## config.mk

```make
export PLATFORM = sky130hd
export DESIGN_NAME = cmd_fetch_queue
export DESIGN_NICKNAME = d
export VERILOG_FILES = /design/src/rtl/cmd_fetch_queue.sv
export SDC_FILE = /design/constraint.sdc
export NUM_CORES = 1
export LEC_CHECK = 0
export BUFFER_PORTS_ARGS = -buffer_cell sky130_fd_sc_hd__buf_2
export CORE_MARGIN = 2
export CORE_UTILIZATION = 41
export CTS_BUF_LIST = sky130_fd_sc_hd__clkbuf_8 sky130_fd_sc_hd__clkbuf_16
export CTS_CLUSTER_SIZE = 24
export DETAILED_ROUTE_END_ITERATION = 8
export PLACE_DENSITY = 0.64
export SLEW_MARGIN = 30
export SYNTH_ARGS = -nofsm -noshare
export SYNTH_HDL_FRONTEND = slang
export SYNTH_SLANG_ARGS = --single-unit
```

## constraint.sdc

```tcl
create_clock -name clk -period 2.1 [get_ports clk]
set_input_delay 0.21 -clock clk [delete_from_list [all_inputs] [get_ports clk]]
set_output_delay 0.21 -clock clk [all_outputs]
set_load 0.02 [all_outputs]
```

## src/rtl/cmd_fetch_queue.sv

```systemverilog
// Instruction prefetch queue between ROM fetch and execute, owning the jump/flush path.
// Optional feature: define CMD_FETCH_QUEUE_BYPASS_EN for a zero-latency empty-queue bypass.
module cmd_fetch_queue #(
    parameter int DATA_W = 14,
    parameter int ADDR_W = 12,
    parameter int DEPTH  = 4
) (
    input  logic              clk,
    input  logic              reset,
    input  logic              cmd_wr,
    input  logic [ADDR_W-1:0] cmd_wr_addr,
    input  logic [DATA_W-1:0] rom_data,
    output logic              pause_read,
    output logic [ADDR_W-1:0] jmp_addr,
    output logic [DATA_W-1:0] cmd_out,
    output logic [ADDR_W-1:0] cmd_addr_out,
    output logic              cmd_valid,
    input  logic              cmd_ready,
    input  logic              jmp_req,
    input  logic [ADDR_W-1:0] jmp_target,
    output logic              overflow
);

    localparam int PTR_W = $clog2(DEPTH);
    localparam int CNT_W = PTR_W + 1;
    localparam logic [ADDR_W-1:0] NO_JMP    = '1;
    localparam logic [CNT_W-1:0]  FULL_LVL  = CNT_W'(DEPTH);
    localparam logic [CNT_W-1:0]  PAUSE_LVL = CNT_W'(DEPTH - 2);

    typedef enum logic {
        ST_RUN,
        ST_JUMP_WAIT
    } state_t;

    state_t            r_state;
    state_t            w_state_nxt;
    logic [DATA_W-1:0] r_mem_data [DEPTH];
    logic [ADDR_W-1:0] r_mem_addr [DEPTH];
    logic [PTR_W-1:0]  r_wr_ptr;
    logic [PTR_W-1:0]  r_rd_ptr;
    logic [CNT_W-1:0]  r_count;
    logic [ADDR_W-1:0] r_jmp_addr;
    logic              r_overflow;

    logic w_jmp_valid;
    logic w_empty;
    logic w_full;
    logic w_bypass;
    logic w_flush;
    logic w_jmp_load;
    logic w_jmp_clear;
    logic w_accept;
    logic w_push;
    logic w_pop;
    logic w_drop;

    assign w_jmp_valid = jmp_req && (jmp_target != NO_JMP);
    assign w_empty     = (r_count == '0);
    assign w_full      = (r_count == FULL_LVL);

`ifdef CMD_FETCH_QUEUE_BYPASS_EN
    assign w_bypass = w_empty && (r_state == ST_RUN) && cmd_wr && !jmp_req;
`else
    assign w_bypass = 1'b0;
`endif

    always_ff @(posedge clk or negedge reset) begin
        if (!reset) begin
            r_state <= ST_RUN;
        end else begin
            r_state <= w_state_nxt;
        end
    end

    // In JUMP_WAIT the first write strobe proves fetch has sampled jmp_addr; that word is wrong-path.
    always_comb begin
        w_state_nxt = r_state;
        w_flush     = 1'b0;
        w_jmp_load  = 1'b0;
        w_jmp_clear = 1'b0;
        w_accept    = 1'b0;
        case (r_state)
            ST_RUN: begin
                if (w_jmp_valid) begin
                    w_flush     = 1'b1;
                    w_jmp_load  = 1'b1;
                    w_state_nxt = ST_JUMP_WAIT;
                end else if (cmd_wr) begin
                    w_accept = 1'b1;
                end
            end
            ST_JUMP_WAIT: begin
                if (w_jmp_valid) begin
                    w_flush    = 1'b1;
                    w_jmp_load = 1'b1;
                end else if (cmd_wr) begin
                    w_jmp_clear = 1'b1;
                    w_state_nxt = ST_RUN;
                end
            end
            default: w_state_nxt = ST_RUN;
        endcase
    end

    // A bypassed word taken by execute in the same cycle never enters storage.
    assign w_pop  = !w_empty && cmd_ready;
    assign w_push = w_accept && !w_full && !(w_bypass && cmd_ready);
    assign w_drop = w_accept && w_full;

    always_ff @(posedge clk or negedge reset) begin
        if (!reset) begin
            r_wr_ptr   <= '0;
            r_rd_ptr   <= '0;
            r_count    <= '0;
            r_jmp_addr <= NO_JMP;
            r_overflow <= 1'b0;
            for (int i = 0; i < DEPTH; i++) begin
                r_mem_data[i] <= '0;
                r_mem_addr[i] <= '0;
            end
        end else begin
            if (w_flush) begin
                r_wr_ptr <= '0;
                r_rd_ptr <= '0;
                r_count  <= '0;
            end else begin
                if (w_push) begin
                    r_mem_data[r_wr_ptr] <= rom_data;
                    r_mem_addr[r_wr_ptr] <= cmd_wr_addr;
                    r_wr_ptr             <= r_wr_ptr + 1'b1;
                end
                if (w_pop) begin
                    r_rd_ptr <= r_rd_ptr + 1'b1;
                end
                r_count <= r_count + CNT_W'(w_push) - CNT_W'(w_pop);
            end
            if (w_jmp_load) begin
                r_jmp_addr <= jmp_target;
            end else if (w_jmp_clear) begin
                r_jmp_addr <= NO_JMP;
            end
            if (w_drop) begin
                r_overflow <= 1'b1;
            end
        end
    end

    // Registered count leaves two slots of slack for fetch's registered strobe.
    assign pause_read   = (r_count >= PAUSE_LVL);
    assign jmp_addr     = r_jmp_addr;
    assign overflow     = r_overflow;
    assign cmd_valid    = !w_empty || w_bypass;
    assign cmd_out      = w_bypass ? rom_data    : r_mem_data[r_rd_ptr];
    assign cmd_addr_out = w_bypass ? cmd_wr_addr : r_mem_addr[r_rd_ptr];

endmodule

```

# After elaboration in Yosys (flattened, before gate mapping)
# Cells that the tools add are included.
# W data, S select, Z words.
[op_classes]
n_eq_ne = 2
order_cmp = 4
n_reduce_logical = 12
n_mux = 27
bitwise = 4
n_addsub = 4
[ops]
columns = ["op", "n"]
rows = [
  ["$mux W12", 5],
  ["$bwmux W56", 1],
  ["$bwmux W48", 1],
  ["$mux W14", 3],
  ["$bmux W14 S2", 1],
  ["$demux W14 S2", 1],
  ["$bmux W12 S2", 1],
  ["$demux W12 S2", 1],
  ["$ne A12 B12 Y1 const B", 1],
  ["$mux W2", 4],
  ["$mux W1", 7],
  ["$ge A3 B3 Y1 const B", 2],
  ["$not A2 Y3", 2],
  ["$reduce_bool A2 Y1", 3],
  ["$logic_and A1 B1 Y1", 5],
  ["$add A2 B1 Y2 const B", 2],
  ["$add A3 B1 Y3", 1],
  ["$eq A3 B3 Y1 const B", 1],
  ["$ge A3 B2 Y1 const B", 1],
  ["$logic_not A3 Y1", 1],
  ["$lt A3 B1 Y1 const B", 1],
  ["$mux W3", 1],
  ["$sub A3 B1 Y3", 1],
  ["$logic_not A1 Y1", 2],
  ["3 further kinds", 4],
]
[totals]
input_bits = 43
reg_bits = 125
wordCells = 67

# Logic depth before layout (Yosys ltp)
[depth]
word_depth = 8
depth_mapped = 12

# Worst setup path before layout
# OpenSTA, ideal clock, no wires.
[synth_timing]
path_type = "input to register"
start = "in jmp_target[11]"
end = "reg r_count[2]"
stages = 12
arrival_time_ns = 2.118
setup_slack_ns = -0.150
setup_ns = 0.132
required_ns = 1.968
cell_sequence = "nand4_1 -> o31ai_2 -> buf_4 -> clkbuf_1 -> nand2_1 -> ha_1 -> inv_1 -> ha_1 -> inv_1 -> fa_1 -> xnor2_1 -> nor2_1"
[synth_between]
elab_chain_len = 8
[synth_rtl]
columns = ["element", "line_no", "source"]
rows = [
  ["start, declared", "20", "input logic [ADDR_W-1:0] jmp_target,"],
  ["$ne A12 B12 Y1 (*)", "57", "assign w_jmp_valid = jmp_req && (jmp_target != NO_JMP);"],
  ["$logic_and A1 B1 Y1 (*)", "57", ""],
  ["$mux W1", "84", "if (w_jmp_valid) begin"],
  ["$mux W1", "82", "case (r_state)"],
  ["$logic_and A1 B1 Y1", "107", "assign w_push = w_accept && !w_full && !(w_bypass && cmd_ready);"],
  ["$add A3 B1 Y3", "135", "r_count <= r_count + CNT_W'(w_push) - CNT_W'(w_pop);"],
  ["$sub A3 B1 Y3", "135", ""],
  ["$mux W3 (*)", "122", "if (w_flush) begin"],
  ["end signal, assigned", "135", ""],
  ["end, declared", "41", "logic [CNT_W-1:0] r_count;"],
]
# Mark *: on every way between the ends. The rest lies on a longest branch, timed or not.
# A chain may end at the register's enable or synchronous reset.

# Worst setup path in the final report
[layout_timing]
start = "reg r_rd_ptr[0]"
end = "out cmd_out[11]"
[layout_between]
elab_chain_len = 4
[layout_rtl]
columns = ["element", "line_no", "source"]
rows = [
  ["start, declared", "40", "logic [PTR_W-1:0] r_rd_ptr;"],
  ["start signal, assigned", "133", "r_rd_ptr <= r_rd_ptr + 1'b1;"],
  ["$not A2 Y3 (implied by the code)", "153", "assign cmd_out = w_bypass ? rom_data : r_mem_data[r_rd_ptr];"],
  ["$bmux W14 S2", "153", ""],
  ["$mux W14 (implied by the code) (2 in a row)", "153", ""],
  ["end, declared", "15", "output logic [DATA_W-1:0] cmd_out,"],
]
# No other way between the ends. The select of a mux whose other input is x is not followed.

==> impl_metrics.csv <==
group,metric,value,unit
finish,syn_to_final_growth,24.1,%
floorplan,initial_core_utilization,42.1,%
pwr,comb_power_share,32.3,%
pwr,p_sw_share,29.1,%
clock_tree,max-clock-path-buffers,2,
placed_design,dp_hpwl,7.63,mm
min_path,holdCritPathClass,"input port to flip-flop",
yosys,synth-adder-area-share,1.84,%
grt,number_of_global_route_vias_before_repair,3647,
setup_path,critical_path_required,1.89,ns
job,drv_cap,0,
yosys,synth_edf_count,0,
setup_path,slowest_stage_cell_on_the_critical_path,"mux4_2",
status,outcome,"completed",
clock_tree,cts_made_buffers,17,
setup_path,worstSetupStartpointType,"flip-flop",
setup_path,critPathBufInv,2,
setup_path,critical_path_class,"flip-flop to output port",
timing,fmax,496,MHz
pwr,worst_supply_voltage_drop_on_vdd,0.672,mV
grt,antenna_found_initial,0,
route,drt-vias-per-instance,5.09,
finish,num-nets-final,518,
grt,grt_start_max_net_pins,57,
yosys,mappedNetlistArea,5840,um^2
yosys,avgSynthCellArea,16.2,um^2
setup_path,critical_path.endpoint_type,"output port",
timing,final_hold_viol_count,0,
floorplan,floorplan.io_pins,84,
yosys,synth_xor_xnor_area_share,0.600,%
floorplan,die_outline_width,123,um
pwr,power.clock.fraction,32.1,%
yosys,synth_compound_gate_area_share,1.31,%
yosys,synth_top_family_by_area,"multiplexers",
route,dr_total_vias,3357,
finish,antenna_cells_inserted,0,
finish,finalNonFillerCells,659,
setup_path,critical_path.reg2reg.startpoint,"r_count[1]$_DFF_PN0_",
route,postRouteAntennaNets,0,
pwr,power.sequential.fraction,35.6,%
setup_path,path_cells,"buf_12, mux4_2, buf_2",
timing,slew-limit-headroom,54.8,%
setup_path,cpPeakStageDelay,0.53,ns
yosys,ys_types,29,
yosys,synth_cells,361,
floorplan,core_area,13900,um^2
setup_path,setup.worst_path.start,"r_rd_ptr[0]$_DFFE_PN0P_",
timing,layout_worst_path_cycle_share,95.9,%
pwr,cell_internal_pwr,0.00654,W
placed_design,rd_place_congestion,0.730,
timing,setup_repair_after_global_routing_missed_its_margin,"no",
timing,worstMarginPinSlew,0.678,ns
setup_path,timing.critical_path.max_delay_family,"multiplexers",
grt,grt_first_pass_wirelength,19.0,mm
yosys,synthesis.yosys.warnings,0,
placed_design,placed_cells_incl_taps,619,
placed_design,portBuffers,83,
yosys,postSynth.asyncResetShare,100,%
floorplan,floorplan.rows,43,
timing,final-setup-viol-count,0,
grt,grt.total_usage,16.8,%
yosys,postSynthRegisterBits,125,
setup_path,critical_path_peak_fanout,15,
pwr,cellLeakagePower,3.42,nW
finish,fill_cells,1172,
clock_tree,worst_skew_pair.late_latency,0.41,ns
yosys,simple_gate_fraction_of_synth_area,3.94,%
min_path,worst_hold_startpoint,"jmp_target[3]",
timing,slew_violations,0,
route,drt-pass1-iter-count,4,
timing,fin_worst_skew,0.00502,ns
clock_tree,clk_pin_slew,0.05,ns
setup_path,critical_path_arrival,1.80,ns
yosys,yosysSeqAreaShare,53.8,%
clock_tree,sinks_on_clock_net,125,
yosys,ys.flop_type,"dfrtp_1",
route,wirelength,11.6,mm
pwr,power.density_cell_area,1270,nW/um^2
route,dr.first_iter.drc_count,134,
timing,period_needed,2.01,ns
floorplan,die_area,15200,um^2
yosys,synth_fp_nets,412,
route,remaining_drc_errors,0,
grt,overflow,0,
finish,drive_above_1_share,59.5,%
timing,setup-tns-final,0,ns
floorplan,die_height,123,um
pwr,switching_power_summed_over_all_nets,0.00268,W
clock_tree,cts_tree,"built",
yosys,synthMuxAreaShare,34.1,%
clock_tree,h_tree_depth_reported_by_cts,4,
clock_tree,cts_root_buf,"clkbuf_16",
route,drt-wirelength-per-cell,17.6,um
==> through the flow <==
stage               setup WS, ns  hold slack [ns]  cell area [um^2]  utilization (%)  total power (W)
finish                    0.0859           0.0557              7240             52.2          0.00922
global route             0.00139           0.0413              7240             52.2          0.00971
CTS                       0.0420           0.0236              7220             52.0          0.00933
detailed placement        0.0525            0.242              6540             47.1          0.00627
global placement          0.0879            0.235              6540             47.1          0.00620
floorplan                 0.0264          -0.0856              5870                -          0.00534
==> final timing paths <==
path,endpoint,slack [ns],cells past startpoint
worst max-delay path,cmd_out[11],0.09,3
worst min-delay path,jmp_addr[3]$_DFFE_PN1P_,0.06,3
worst max register to register,r_count[2]$_DFF_PN0_,0.10,8
worst min register to register,overflow$_DFFE_PN0P_,0.47,1
max in group asynchronous,r_mem_addr[17]$_DFFE_PN0P_,1.01,3
min in group asynchronous,r_mem_data[35]$_DFFE_PN0P_,0.39,2
==> routing by layer <==
metal,up-vias,global-route usage (%),wire length (um)
met1,1770,22.6,5320
met4,0,4.90,101
met3,7,5.81,549
li1,1509,-,-
met5,-,0,0
met2,71,25.8,5630
==> flip-flops by register name, summed over array words and instances, names as in the netlist <==
signal,count
r_rd_ptr,2
r_wr_ptr,2
jmp_addr,12
overflow,1
r_mem_addr,48
r_mem_data,56
r_state,1
r_count,3
==> cell usage after synthesis (all sizes together) (4+ instances only) <==
library cell  instances  area, um^2
clkbuf                6        22.5
dfstp                12         315
nor2                 23        86.3
and3                  4        25.0
mux2                104        1400
inv                   8        30.0
buf                  17         203
dfrtp               113        2830
ha                    7        87.6
nor3                  8        40.0
o21ai                 5        25.0
mux4                 26         586
nand2                11        41.3
==> layout by cell type (no fill, tap or decap), types with 4 or more instances in the layout <==
| cell type | count |
|---|---|
| dfstp_2 | 12 |
| bufinv_16 | 4 |
| nor2_1 | 22 |
| buf_2 | 81 |
| and3_2 | 4 |
| mux2_2 | 44 |
| dfrtp_1 | 112 |
| inv_1 | 13 |
| nor3_1 | 8 |
| buf_4 | 13 |
| buf_12 | 10 |
| nand2_1 | 10 |
| o21ai_0 | 5 |
| clkinv_2 | 4 |
| mux2_4 | 60 |
| clkbuf_16 | 17 |
| dlygate4sd3_1 | 6 |
| ha_1 | 5 |
| mux4_2 | 26 |
==> area by class of cell <==
cell class                 instances  area, um^2  share of cell area (%)
tap                              180         225                    3.11
multi-input combinational        205        2480                    34.3
timing repair buffer             110         763                    10.5
clock buffer                      18         439                    6.06
sequential                       125        3140                    43.4
inverter                           8        30.0                   0.415
clock inverter                    13         159                    2.19
==> kinds of logic (layout without fill, tap and decap cells) <==
logic type / Yosys count / in the layout
flip-flops: 125 / 125
AO/OA/AOI/OAI: 10 / 10
AND/OR/NAND/NOR: 52 / 52
multiplexers: 131 / 131
buffers and inverters: 31 / 149
XOR/XNOR: 4 / 4
adder cells (fa/ha/maj): 8 / 8
==> power by group through the flow <==
| stage | clock [W] | combinational, W | sequential, W |
|---|---|---|---|
| floorplan | 0 | 0.00212 | 0.00322 |
| global placement | 0 | 0.00291 | 0.00329 |
| detailed placement | 0 | 0.00295 | 0.00332 |
| CTS | 0.00304 | 0.00302 | 0.00328 |
| global route | 0.00315 | 0.00321 | 0.00335 |
| finish | 0.00296 | 0.00298 | 0.00328 |
==> worst reg2reg max path, delay by kind of cell (launching register included) <==
family / cells / cell delay, ns
buffers and inverters: 2 / 0.09
DFF: 1 / 0.44
adders and majority gates: 3 / 0.72
xor gates and xnor gates: 1 / 0.16
and+or+nand+nor: 1 / 0.06
AOI/OAI and AO/OA: 1 / 0.38
==> what timing repair did <==
action / in CTS / in global routing
hold buffers: 6 / 0
buffers inserted: 2 / 1
endpoints found under the setup margin: 16 / 3
hold endpoints to repair: 39 / 0
cloned: 0 / 0
resized for setup: 0 / 5
Power figures use the tool's default switching activity.
